[src/rtl/cg_ctrl_pkg.sv]
// Shared types and constants for the clock-gate enable controller.
package cg_ctrl_pkg;

  // Controller state encoding
  typedef enum logic [1:0] {
    OFF  = 2'd0,
    WAKE = 2'd1,
    ON   = 2'd2,
    HOLD = 2'd3
  } cgState_e;

  // Width of the internal settling / idle down-counters
  localparam int unsigned CG_CNT_W = 8;

endpackage : cg_ctrl_pkg

[src/rtl/cg_down_counter.sv]
// Loadable down-counter with an "equals one" flag; stops at zero.
module cg_down_counter #(
  parameter int unsigned W = 8
) (
  input  logic         clk,
  input  logic         reset,
  input  logic         load,
  input  logic [W-1:0] loadVal,
  input  logic         dec,
  output logic         isOne
);

  logic [W-1:0] count;

  // Load has priority over decrement; decrement never wraps below zero
  always_ff @(posedge clk) begin
    if (reset) begin
      count <= '0;
    end else if (load) begin
      count <= loadVal;
    end else if (dec && (count != '0)) begin
      count <= count - W'(1);
    end
  end

  assign isOne = (count == W'(1));

endmodule : cg_down_counter

[src/rtl/cg_enable_ctrl.sv]
// Activity-driven controller producing the Enable input of a CG_MOD clock gate.
module cg_enable_ctrl
  import cg_ctrl_pkg::*;
#(
  parameter int unsigned NUM_REQ     = 4,
  parameter int unsigned WAKE_CYCLES = 2,
  parameter int unsigned IDLE_CYCLES = 4,
  parameter int unsigned CNT_W       = 16
) (
  input  logic               ClkIn,
  input  logic               Reset,
  input  logic [NUM_REQ-1:0] Req,
  input  logic               ForceOn,
  output logic               Enable,
  output logic [NUM_REQ-1:0] Ack,
  output logic               Active,
  output logic [CNT_W-1:0]   WakeCount
);

  localparam bit IdleBypass = (IDLE_CYCLES == 0);

  cgState_e state;
  cgState_e nextState;
  logic     keepOn;
  logic     wakeLoad;
  logic     wakeIsOne;
  logic     idleLoad;
  logic     idleDec;
  logic     idleIsOne;

  assign keepOn   = (|Req) || ForceOn;
  assign wakeLoad = (state == OFF) && keepOn;
  assign idleLoad = (state == ON) && !keepOn;
  assign idleDec  = (state == HOLD) && !keepOn;

  cg_down_counter #(
    .W(CG_CNT_W)
  ) uWakeCnt (
    .clk     (ClkIn),
    .reset   (Reset),
    .load    (wakeLoad),
    .loadVal (CG_CNT_W'(WAKE_CYCLES)),
    .dec     (state == WAKE),
    .isOne   (wakeIsOne)
  );

  cg_down_counter #(
    .W(CG_CNT_W)
  ) uIdleCnt (
    .clk     (ClkIn),
    .reset   (Reset),
    .load    (idleLoad),
    .loadVal (CG_CNT_W'(IDLE_CYCLES)),
    .dec     (idleDec),
    .isOne   (idleIsOne)
  );

  // Next-state selection; a wake, once started, always runs to ON
  always_comb begin
    nextState = state;
    unique case (state)
      OFF:     nextState = keepOn ? WAKE : OFF;
      WAKE:    nextState = wakeIsOne ? ON : WAKE;
      ON: begin
        if (!keepOn) begin
          nextState = IdleBypass ? OFF : HOLD;
        end
      end
      HOLD: begin
        if (keepOn) begin
          nextState = ON;
        end else if (idleIsOne) begin
          nextState = OFF;
        end
      end
      default: nextState = OFF;
    endcase
  end

  // State register and registered outputs, all derived from the next state
  always_ff @(posedge ClkIn) begin
    if (Reset) begin
      state     <= OFF;
      Enable    <= 1'b0;
      Active    <= 1'b0;
      Ack       <= '0;
      WakeCount <= '0;
    end else begin
      state  <= nextState;
      Enable <= (nextState != OFF);
      Active <= (nextState == ON);
      Ack    <= Req & {NUM_REQ{nextState == ON}};
      if (wakeLoad && (WakeCount != '1)) begin
        WakeCount <= WakeCount + CNT_W'(1);
      end
    end
  end

endmodule : cg_enable_ctrl

[config.mk]
export PLATFORM = sky130hd
export DESIGN_NAME = cg_enable_ctrl
export DESIGN_NICKNAME = d
export VERILOG_FILES = /design/src/rtl/cg_ctrl_pkg.sv /design/src/rtl/cg_down_counter.sv /design/src/rtl/cg_enable_ctrl.sv
export SDC_FILE = /design/constraint.sdc
export NUM_CORES = 1
export LEC_CHECK = 0
export CORE_UTILIZATION = 58
export CTS_CLUSTER_DIAMETER = 100
export CTS_CLUSTER_SIZE = 16
export DETAILED_ROUTE_END_ITERATION = 8
export PLACE_DENSITY_LB_ADDON = 0.08
export REMOVE_ABC_BUFFERS = 1
export SYNTH_ARGS = -nofsm -noshare
export SYNTH_HDL_FRONTEND = slang
export SYNTH_SLANG_ARGS = --single-unit
export TNS_END_PERCENT = 5
[constraint.sdc]
create_clock -name ClkIn -period 5.3 [get_ports ClkIn]
set_input_delay 1.59 -clock ClkIn [delete_from_list [all_inputs] [get_ports ClkIn]]
set_output_delay 1.59 -clock ClkIn [all_outputs]
set_load 0.05 [all_outputs]
==> results of run 1 <==
==> stage by stage <==
stage,power (W),utilization,instances,hold WS (ns),cell area (um2)
finish,0.000611,0.727,310,0.482,2460
detailed placement,0.000418,0.704,302,0.473,2390
CTS,0.000616,0.727,310,0.487,2460
global placement,0.000417,0.704,302,0.462,2390
floorplan,0.000391,-,226,0.443,2030
global route,0.000639,0.727,310,0.506,2460
==> cells by family after synthesis <==
| kind of cell | synth area share |
|---|---|
| and+or+nand+nor | 0.292 |
| AOI/OAI and AO/OA | 0.179 |
| DFF | 0.383 |
| buffers and inverters | 0.0424 |
| muxes | 0.0508 |
| adders and majority gates | 0.0359 |
| xor gates and xnor gates | 0.0167 |
==> where the power goes <==
group	leakage, nW	internal, W	switching [W]
Combinational	0.477	0.0000396	0.0000508
Clock	0.0422	0.0000989	0.000100
Sequential	0.324	0.000310	0.0000116
Total	0.844	0.000448	0.000163
==> cell type report <==
type,instances,area share
Clock buffer,6,0.0168
Clock inverter,2,0.0142
Inverter,8,0.0122
Multi-Input combinational cell,178,0.489
Sequential cell,40,0.325
Tap cell,46,0.0234
Timing Repair Buffer,30,0.120
==> state kept, by name (all words and copies together) (netlist names) <==
signal,flops
Enable,1
uIdleCnt.count,8
uWakeCnt.count,8
state,2
Ack,4
WakeCount,16
Active,1
==> routing by layer <==
metal,global-route usage,wire [um]
met1,0.321,2010
met2,0.386,2010
met3,0.0580,257
met4,0.0825,53
met5,0,0
==> worst min path at each step <==
stage	startpoint	slack [ns]	cells after the start	endpoint
floorplan	uIdleCnt.count[5]	0.44	2	uIdleCnt.count[5]
global placement	uIdleCnt.count[5]	0.46	2	uIdleCnt.count[5]
detailed placement	uIdleCnt.count[5]	0.47	2	uIdleCnt.count[5]
CTS	uIdleCnt.count[5]	0.49	2	uIdleCnt.count[5]
global route	uIdleCnt.count[5]	0.51	2	uIdleCnt.count[5]
finish	uIdleCnt.count[5]	0.48	2	uIdleCnt.count[5]
==> cells in the final DEF, fill, tap and decap left out, drive strengths merged, types with 2 or more instances in the layout <==
| cell | netlist | final |
|---|---|---|
| buf | 1 | 2 |
| or3 | 10 | 10 |
| o31ai | 10 | 10 |
| a211oi | 3 | 3 |
| clkbuf | 9 | 6 |
| nor4 | 5 | 5 |
| a31oi | 5 | 5 |
| nand2b | 4 | 4 |
| and2 | 4 | 4 |
| ha | 6 | 6 |
| nor4bb | 2 | 2 |
| o311ai | 2 | 2 |
| a2111oi | 2 | 2 |
| nor2 | 16 | 16 |
| clkdlybuf4s50 | 0 | 28 |
| nor3 | 8 | 8 |
| inv | 8 | 8 |
| nand4 | 5 | 5 |
| a21oi | 19 | 19 |
| xnor2 | 4 | 4 |
| or2 | 3 | 3 |
| mux2i | 5 | 5 |
| mux2 | 5 | 5 |
| nand2 | 13 | 13 |
| or4 | 11 | 11 |
| nand3 | 7 | 7 |
| o21ai | 7 | 7 |
| dfxtp | 40 | 40 |
| nor2b | 6 | 6 |
==> worst max-delay path, stage by stage <==
cell             delay (ns)
clkdlybuf4s50_1        0.45
nor3_2                 0.45
nand4_1                0.49
or4_1                  0.64
a21oi_1                0.16
==> out/summary.txt, run 1 <==
Reg-to-reg startpoint: WakeCount[0]
FF/Latch Area: 801 um2
Post-synth EDFFs: 0
PortBufs: 28
Cell at the root of the clock tree: clkbuf_4
Post-CTS setup buffers: 0
Seq/Total Area, Yosys: 0.383
Drt first pass iters: 4
GR Overflow Total: 0
Layout area overhead: 17.7%
Async SR Flop Fraction: 0
Largest net degree at the start of global routing: 18
GPL Wtd Cong: 0.794
Wire per inst: 14.0 um
Worst-path clk slew: 0.10 ns
Kind of critical path: in2reg
Post-CTS Resized: 0
Final-report max-slew violation count: 0
Effective utilization at floorplan: 0.618
H-tree Lvls: 2
R2R depth: 5
Number of CTS-inserted buffers: 5
Die width: 62.1 um
IO Pins: 29
Final worst path period need: 3.51 ns
Num rows: 21
Status: completed
Nets: 276
Peak supply drop: 180 uV
Most numerous cell in the Yosys netlist: dfxtp_1
Area of the multi-input gates: 1200 um2
Fill count: 271
Max-cap violation count: 0
Top cells by count, synth: 40 x dfxtp_1, 18 x a21oi_1, 16 x nor2_1
Die area: 3850 um2
Routed via count: 1890
YS warnings: 0
Worst Hold Class: reg2reg
PD cells: 248 nW/um2
Max clock buf depth: 2
Cts-stage hold buffer count: 0
FF-to-FF End: WakeCount[4]
Crit path from: Req[0]
Yosys reg bits: 40
GR Util All Layers: 0.242
DRT Wirelength: 4.33 mm
Fin crit share: 0.662
Detail Placement HPWL: 3.00 mm
CP Launch Type: primary input
Max Clk Rate: 285 MHz
Final worst clock skew: 0.0151 ns
Final hold vios: 0
Total negative slack: 0 ns
Post-synth top area share: 0.383
Syn avg cell area: 8.87 um2
Post-route ant nets: 0
Largest fanout on the critical path: 14
First-pass GRT wire length: 6.93 mm
Synth cell types: 52
Pre-CTS setup slack: 1.43 ns
Ranking of synthesized cells by area: dfxtp_1 38%, a21oi_1 4.3%, ha_1 3.6%
Fraction of layout cells with a size suffix above 1: 0.106
Crit path to: uIdleCnt.count[4]
Latest clock arrival within the worst-skew pair: 0.35 ns
Relative slew slack: 0.437
CORE AREA: 3390 um2
Synth Flop Type: dfxtp_1
Syn Inst Count: 236
Antenna violations before repair: 0
Sink Count: 40
CP Capture Type: flop
Data required, critical path: 5.58 ns
Final worst setup slack: 1.79 ns
Via count of the first global-routing pass: 1566
Antenna Cells: 0
Remaining DRCs: 0
Leak: 0.844 nW
Area of the mapped netlist: 2090 um2
RSZ-0062 raised after global routing: false
Vias/cell: 6.10
CTS tree: done
First DRT Iteration DRCs: 117
Final setup violating endpoints: 0
Area leader, netlist: dfxtp_1
Die Height: 62.1 um
WP data arrival: 3.79 ns
Flop2flop setup slack: 3.00 ns
Worst Tran Pin Value: 0.836 ns
(Power assumes the default switching activity.)
==> run 2: changes to the inputs <==
- CORE_UTILIZATION: 58 -> 49
- clock period: 5.3 -> 3.01 ns (I/O delays scaled with it)
==> run 2 against run 1 <==
Final cell count rose by 2.9%; clock skew fell by 0.0094 ns; sequential power rose by 76%; first-iteration DRC count fell by 25%; clock power rose by 69%; sequential cell count did not move; critical path type is now reg2out; critical endpoint is now WakeCount[12]; highest routed layer unchanged.
==> out/summary.txt, run 2 (same netlist as run 1, synthesis figures left out) <==
Status: completed
Leak: 0.871 nW (+3.3%)
Peak supply drop: 258 uV (+43%)
Fill count: 363 (+34%)
Post-route ant nets: 0 (unchanged)
CP Capture Type: primary output
Antenna Cells: 0 (unchanged)
Wire per inst: 14.3 um (+2.1%)
Hold Crit Depth: 2 (unchanged)
IO Pins: 29 (unchanged)
Largest net degree at the start of global routing: 16 (-2)
Drt first pass iters: 4 (unchanged)
PortBufs: 28 (unchanged)
WHS Endpoint: uIdleCnt.count[5]
Sink Count: 40 (unchanged)
Cell at the root of the clock tree: clkbuf_8
Combinational share of power: 0.154 (+0.006)
First DRT Iteration DRCs: 88 (-25%)
PD cells: 424 nW/um2 (+71%)
Final hold vios: 0 (unchanged)
Worst Tran Pin Value: 0.763 ns (-0.0738 ns)
Largest delay share family, worst path: buffers and inverters
Max stage delay cell, worst path: clkdlybuf4s50_1
CORE AREA: 4060 um2 (+20%)
Die Height: 67.4 um (+8.5%)
Biggest regs: WakeCount: 16 flops, uIdleCnt.count: 8 flops, uWakeCnt.count: 8 flops
Nets: 282 (+2.2%)
Max-cap violation count: 0 (unchanged)
Commonest non-fill, non-tap cell in the layout: dfxtp_1
Via count of the first global-routing pass: 1655 (+5.7%)
Routed via count: 1871 (-1.0%)
Fin util: 0.620 (-0.107)
Cell breakdown of the critical path: clkdlybuf4s50_1
Reg power frac: 0.531 (+0.005)
Latest clock arrival within the worst-skew pair: 0.29 ns (-0.06 ns)
Post-CTS setup buffers: 0 (unchanged)
Data required, critical path: 2.11 ns (-3.47 ns)
CP Launch Type: flop
WP data arrival: 1.62 ns (-2.17 ns)
Antenna violations before repair: 0 (unchanged)
GR Overflow Total: 0 (unchanged)
Biggest register: WakeCount
Largest register FFs: 16 (unchanged)
GPL Wtd Cong: 0.807 (+1.6%)
Num rows: 23 (+9.5%)
H-tree Lvls: 2 (unchanged)
Reg-to-reg startpoint: WakeCount[4]
Remaining DRCs: 0 (unchanged)
Largest fanout on the critical path: 8 (-6)
First-pass GRT wire length: 7.43 mm (+7.3%)
Buf/Inv on CP: 1 (unchanged)
Vias/cell: 5.87 (-3.8%)
Most frequent cells in the layout: 40 x dfxtp_1, 28 x clkdlybuf4s50_1, 18 x a21oi_1
Die width: 67.4 um (+8.5%)
Final-report max-slew violation count: 0 (unchanged)
Relative slew slack: 0.487 (+0.0497)
Fin crit share: 0.838
Sw frac: 0.272 (+0.00610)
Kind of critical path: reg2out
Critical path depth: 1 (-4)
Clock power frac: 0.315 (-0.011)
Final setup violating endpoints: 0 (unchanged)
P_int: 0.000775 W (+73%)
Cts-stage hold buffer count: 0 (unchanged)
GR Util All Layers: 0.220 (-0.0228)
Flop2flop setup slack: 1.01 ns (-1.99 ns)
Min-delay src: uIdleCnt.count[5]
Worst Hold Class: reg2reg
Worst-path clk slew: 0.07 ns (-0.03 ns)
RSZ-0062 raised after global routing: false
DRT Wirelength: 4.55 mm (+5.1%)
Total negative slack: 0 ns (unchanged)
Number of CTS-inserted buffers: 5 (unchanged)
R2R depth: 4 (-1)
Final worst path period need: 2.52 ns
Die area: 4540 um2 (+18%)
Max clock buf depth: 2 (unchanged)
Fraction of layout cells with a size suffix above 1: 0.123 (+0.0166)
Final worst clock skew: 0.00567 ns (-0.00941 ns)
CTS tree: done
Switching Power: 0.000290 W (+78%)
Layout area overhead: 20.1%
Effective utilization at floorplan: 0.516 (-0.102)
Slowest stage delay, CP: 0.86 ns (+0.22 ns)
Max Clk Rate: 396 MHz
Post-CTS Resized: 0 (unchanged)
Detail Placement HPWL: 3.18 mm (+6.1%)
FF-to-FF End: WakeCount[13]
[run 2: cell count changes in the layout (fill, tap and decap cells not counted), sizes merged]
cell | previous run | this run
bufinv | 1 | 0
buf | 2 | 8
[run 2: routing by layer]
metal / up-vias / global-route usage / share of wire
li1: 961 / - / -
met1: 867 / 0.288 / 0.50
met2: 39 / 0.336 / 0.44
met3: 4 / 0.0524 / 0.042
met4: 0 / 0.104 / 0.0086
met5: - / 0 / 0
[run 2: area by class of cell]
class / instances / area, um2 / share of cell area
multi-input combinational: 178 / 1200 / 0.479
sequential: 40 / 801 / 0.318
timing repair buffer: 36 / 340 / 0.135
clock buffer: 6 / 72.6 / 0.0289
tap: 50 / 62.6 / 0.0249
inverter: 8 / 30.0 / 0.0119
clock inverter: 1 / 5.00 / 0.00199
[run 2: power by group through the flow]
stage	combinational, W	sequential (W)	clock [W]
floorplan	0.0000916	0.000596	0
global placement	0.000160	0.000577	0
detailed placement	0.000162	0.000578	0
CTS	0.000165	0.000566	0.000346
global route	0.000179	0.000570	0.000366
finish	0.000164	0.000566	0.000336
[run 2: worst max path at each step]
stage | slack (ns) | endpoint | from
2_1_floorplan | 0.57 | WakeCount[11] | Req[0]
3_3_place_gp | 0.27 | WakeCount[6] | Req[2]
3_5_place_dp | 0.22 | WakeCount[6] | Req[2]
4_1_cts | 0.49 | WakeCount[3] | WakeCount[3]
5_1_grt | 0.43 | WakeCount[3] | WakeCount[3]
6_report | 0.49 | WakeCount[12] | WakeCount[12]
[run 2: worst register-to-register path, stage by stage (launching register included)]
cell and delay, ns:
dfxtp_1 0.46, nand4_2 0.26, or3_1 0.48, nor4b_1 0.33, mux2_2 0.37
[run 2: stage by stage]
step	setup slack [ns]	std cells	power, W	hold slack [ns]	instance area [um2]
2_1_floorplan	0.573	226	0.000688	0.443	2030
3_3_place_gp	0.267	312	0.000737	0.458	2440
3_5_place_dp	0.219	312	0.000740	0.466	2440
4_1_cts	0.494	319	0.00108	0.483	2510
5_1_grt	0.432	319	0.00111	0.521	2510
6_report	0.487	319	0.00107	0.480	2510
==> run 3: changes to the inputs <==
- CORE_UTILIZATION: 49 -> 54
- clock period: 3.01 -> 2.6 ns (I/O delays scaled with it)
==> run 3 against run 2 <==
Non-clock buffer count grew 3; clock skew is 0.0015 ns lower; clock power is 32% higher; critical endpoint is now WakeCount[4]; largest cell class unchanged; highest routed layer unchanged.
==> out/summary.txt, run 3 (same netlist as run 1, synthesis figures left out) <==
Status: completed
Final hold vios: 0 (unchanged)
Max Clk Rate: 416 MHz
Routed via count: 1907 (+1.9%)
Worst Hold Class: reg2reg
Cell at the root of the clock tree: clkbuf_8
Final worst path period need: 2.40 ns
Data required, critical path: 1.82 ns (-0.29 ns)
CP Launch Type: flop
Vias/cell: 5.96 (+1.6%)
Sink Count: 40 (unchanged)
H-tree Lvls: 2 (unchanged)
GR Overflow Total: 0 (unchanged)
Max stage delay cell, worst path: clkdlybuf4s50_1
Post-route ant nets: 0 (unchanged)
Fin crit share: 0.925
Biggest regs: WakeCount: 16 flops, uIdleCnt.count: 8 flops, uWakeCnt.count: 8 flops
PD cells: 505 nW/um2 (+19%)
Flop2flop setup slack: 0.58 ns (-0.43 ns)
Post-CTS Resized: 0 (unchanged)
Biggest register: WakeCount
Fraction of layout cells with a size suffix above 1: 0.136 (+0.0134)
Commonest non-fill, non-tap cell in the layout: dfxtp_1
Antenna violations before repair: 0 (unchanged)
Die width: 64.3 um (-4.6%)
Largest net degree at the start of global routing: 29 (+13)
Detail Placement HPWL: 3.17 mm (-0.44%)
WP data arrival: 1.62 ns (about the same)
Drt first pass iters: 4 (unchanged)
Die area: 4130 um2 (-9.0%)
CTS tree: done
Latest clock arrival within the worst-skew pair: 0.29 ns (about the same)
Max-cap violation count: 0 (unchanged)
Effective utilization at floorplan: 0.568 (+0.0516)
Cts-stage hold buffer count: 0 (unchanged)
RSZ-0062 raised after global routing: false
GPL Wtd Cong: 0.790 (-2.1%)
CP Capture Type: primary output
Remaining DRCs: 0 (unchanged)
DRT Wirelength: 4.53 mm (-0.59%)
Die Height: 64.3 um (-4.6%)
Hold Crit Depth: 2 (unchanged)
WHS Endpoint: uIdleCnt.count[5]
PortBufs: 28 (unchanged)
Fin util: 0.696 (+0.0759)
GR Util All Layers: 0.229 (+0.00925)
Number of CTS-inserted buffers: 5 (unchanged)
Num rows: 22 (-4.3%)
Slowest stage delay, CP: 0.86 ns (about the same)
Antenna Cells: 0 (unchanged)
R2R depth: 4 (unchanged)
Kind of critical path: reg2out
Worst Tran Pin Value: 0.607 ns (-0.156 ns)
Post-CTS setup buffers: 0 (unchanged)
Final Non-Filler Cells: 320 (+0.31%)
First-pass GRT wire length: 7.46 mm (+0.36%)
Pre-CTS setup slack: -0.0304 ns (-0.250 ns)
Via count of the first global-routing pass: 1676 (+1.3%)
Final-report max-slew violation count: 0 (unchanged)
Layout area overhead: 22.6%
Leak: 0.897 nW (+3.0%)
Nets: 285 (+1.1%)
Min-delay src: uIdleCnt.count[5]
Post-placement cell count: 313 (+0.32%)
First DRT Iteration DRCs: 117 (+33%)
CORE AREA: 3690 um2 (-9.1%)
Max clock buf depth: 2 (unchanged)
Final worst setup slack: 0.196 ns (-0.292 ns)
Reg-to-reg startpoint: WakeCount[4]
Largest delay share family, worst path: buffers and inverters
Final worst clock skew: 0.00414 ns (-0.00153 ns)
FF-to-FF End: WakeCount[13]
Worst-path clk slew: 0.07 ns (about the same)
Wire per inst: 14.1 um (-0.90%)
Post-route total power: 0.00130 W (+22%)
IO Pins: 29 (unchanged)
Largest fanout on the critical path: 7 (-1)
Most frequent cells in the layout: 40 x dfxtp_1, 28 x clkdlybuf4s50_1, 18 x a21oi_1
Relative slew slack: 0.592 (+0.105)
Final setup violating endpoints: 0 (unchanged)
Total negative slack: 0 ns (unchanged)
Fill count: 316 (-13%)
Buf/Inv on CP: 1 (unchanged)
Peak supply drop: 425 uV (+65%)
Cell breakdown of the critical path: clkdlybuf4s50_1
Largest register FFs: 16 (unchanged)
[run 3: cell count changes in the layout (fill, tap and decap cells not counted)]
cell / change
buf_4: +2
clkbuf_8: +2
buf_12: +1
clkbuf_1: -1
clkinv_2: -1
[run 3: per-layer routing]
layer,GRT usage,vias up,share of wire
met5,0,-,0
met4,0.100,0,0.011
met3,0.0589,6,0.034
met2,0.367,33,0.48
met1,0.287,901,0.48
li1,-,967,-
[run 3: area by class of cell]
| type | count | area [um2] | area share |
|---|---|---|---|
| Sequential cell | 40 | 801 | 0.312 |
| Tap cell | 48 | 60.1 | 0.0234 |
| Inverter | 8 | 30.0 | 0.0117 |
| Multi-Input combinational cell | 178 | 1200 | 0.469 |
| Timing Repair Buffer | 39 | 375 | 0.146 |
| Clock buffer | 7 | 96.3 | 0.0375 |
[run 3: where the power goes]
group          internal [W]  leakage [nW]  switching [W]
Clock              0.000236        0.0503       0.000209
Combinational     0.0000893         0.523       0.000107
Sequential         0.000631         0.324      0.0000241
Total              0.000957         0.897       0.000340
[run 3: metrics by stage]
step                      area, um2  hold WS, ns
after floorplan                2030        0.443
after global placement         2470        0.464
after detailed placement       2470        0.467
after CTS                      2570        0.477
after global routing           2570        0.490
final                          2570        0.479
[run 3: worst max-delay path by stage]
stage,startpoint,endpoint,slack [ns],depth (start not counted)
global route,WakeCount[12],WakeCount[12],0.15,1
detailed placement,Req[2],uIdleCnt.count[6],-0.03,6
floorplan,WakeCount[4],WakeCount[11],0.20,4
finish,WakeCount[4],WakeCount[4],0.20,1
CTS,WakeCount[4],WakeCount[4],0.20,1
global placement,Req[1],WakeCount[6],0.02,6
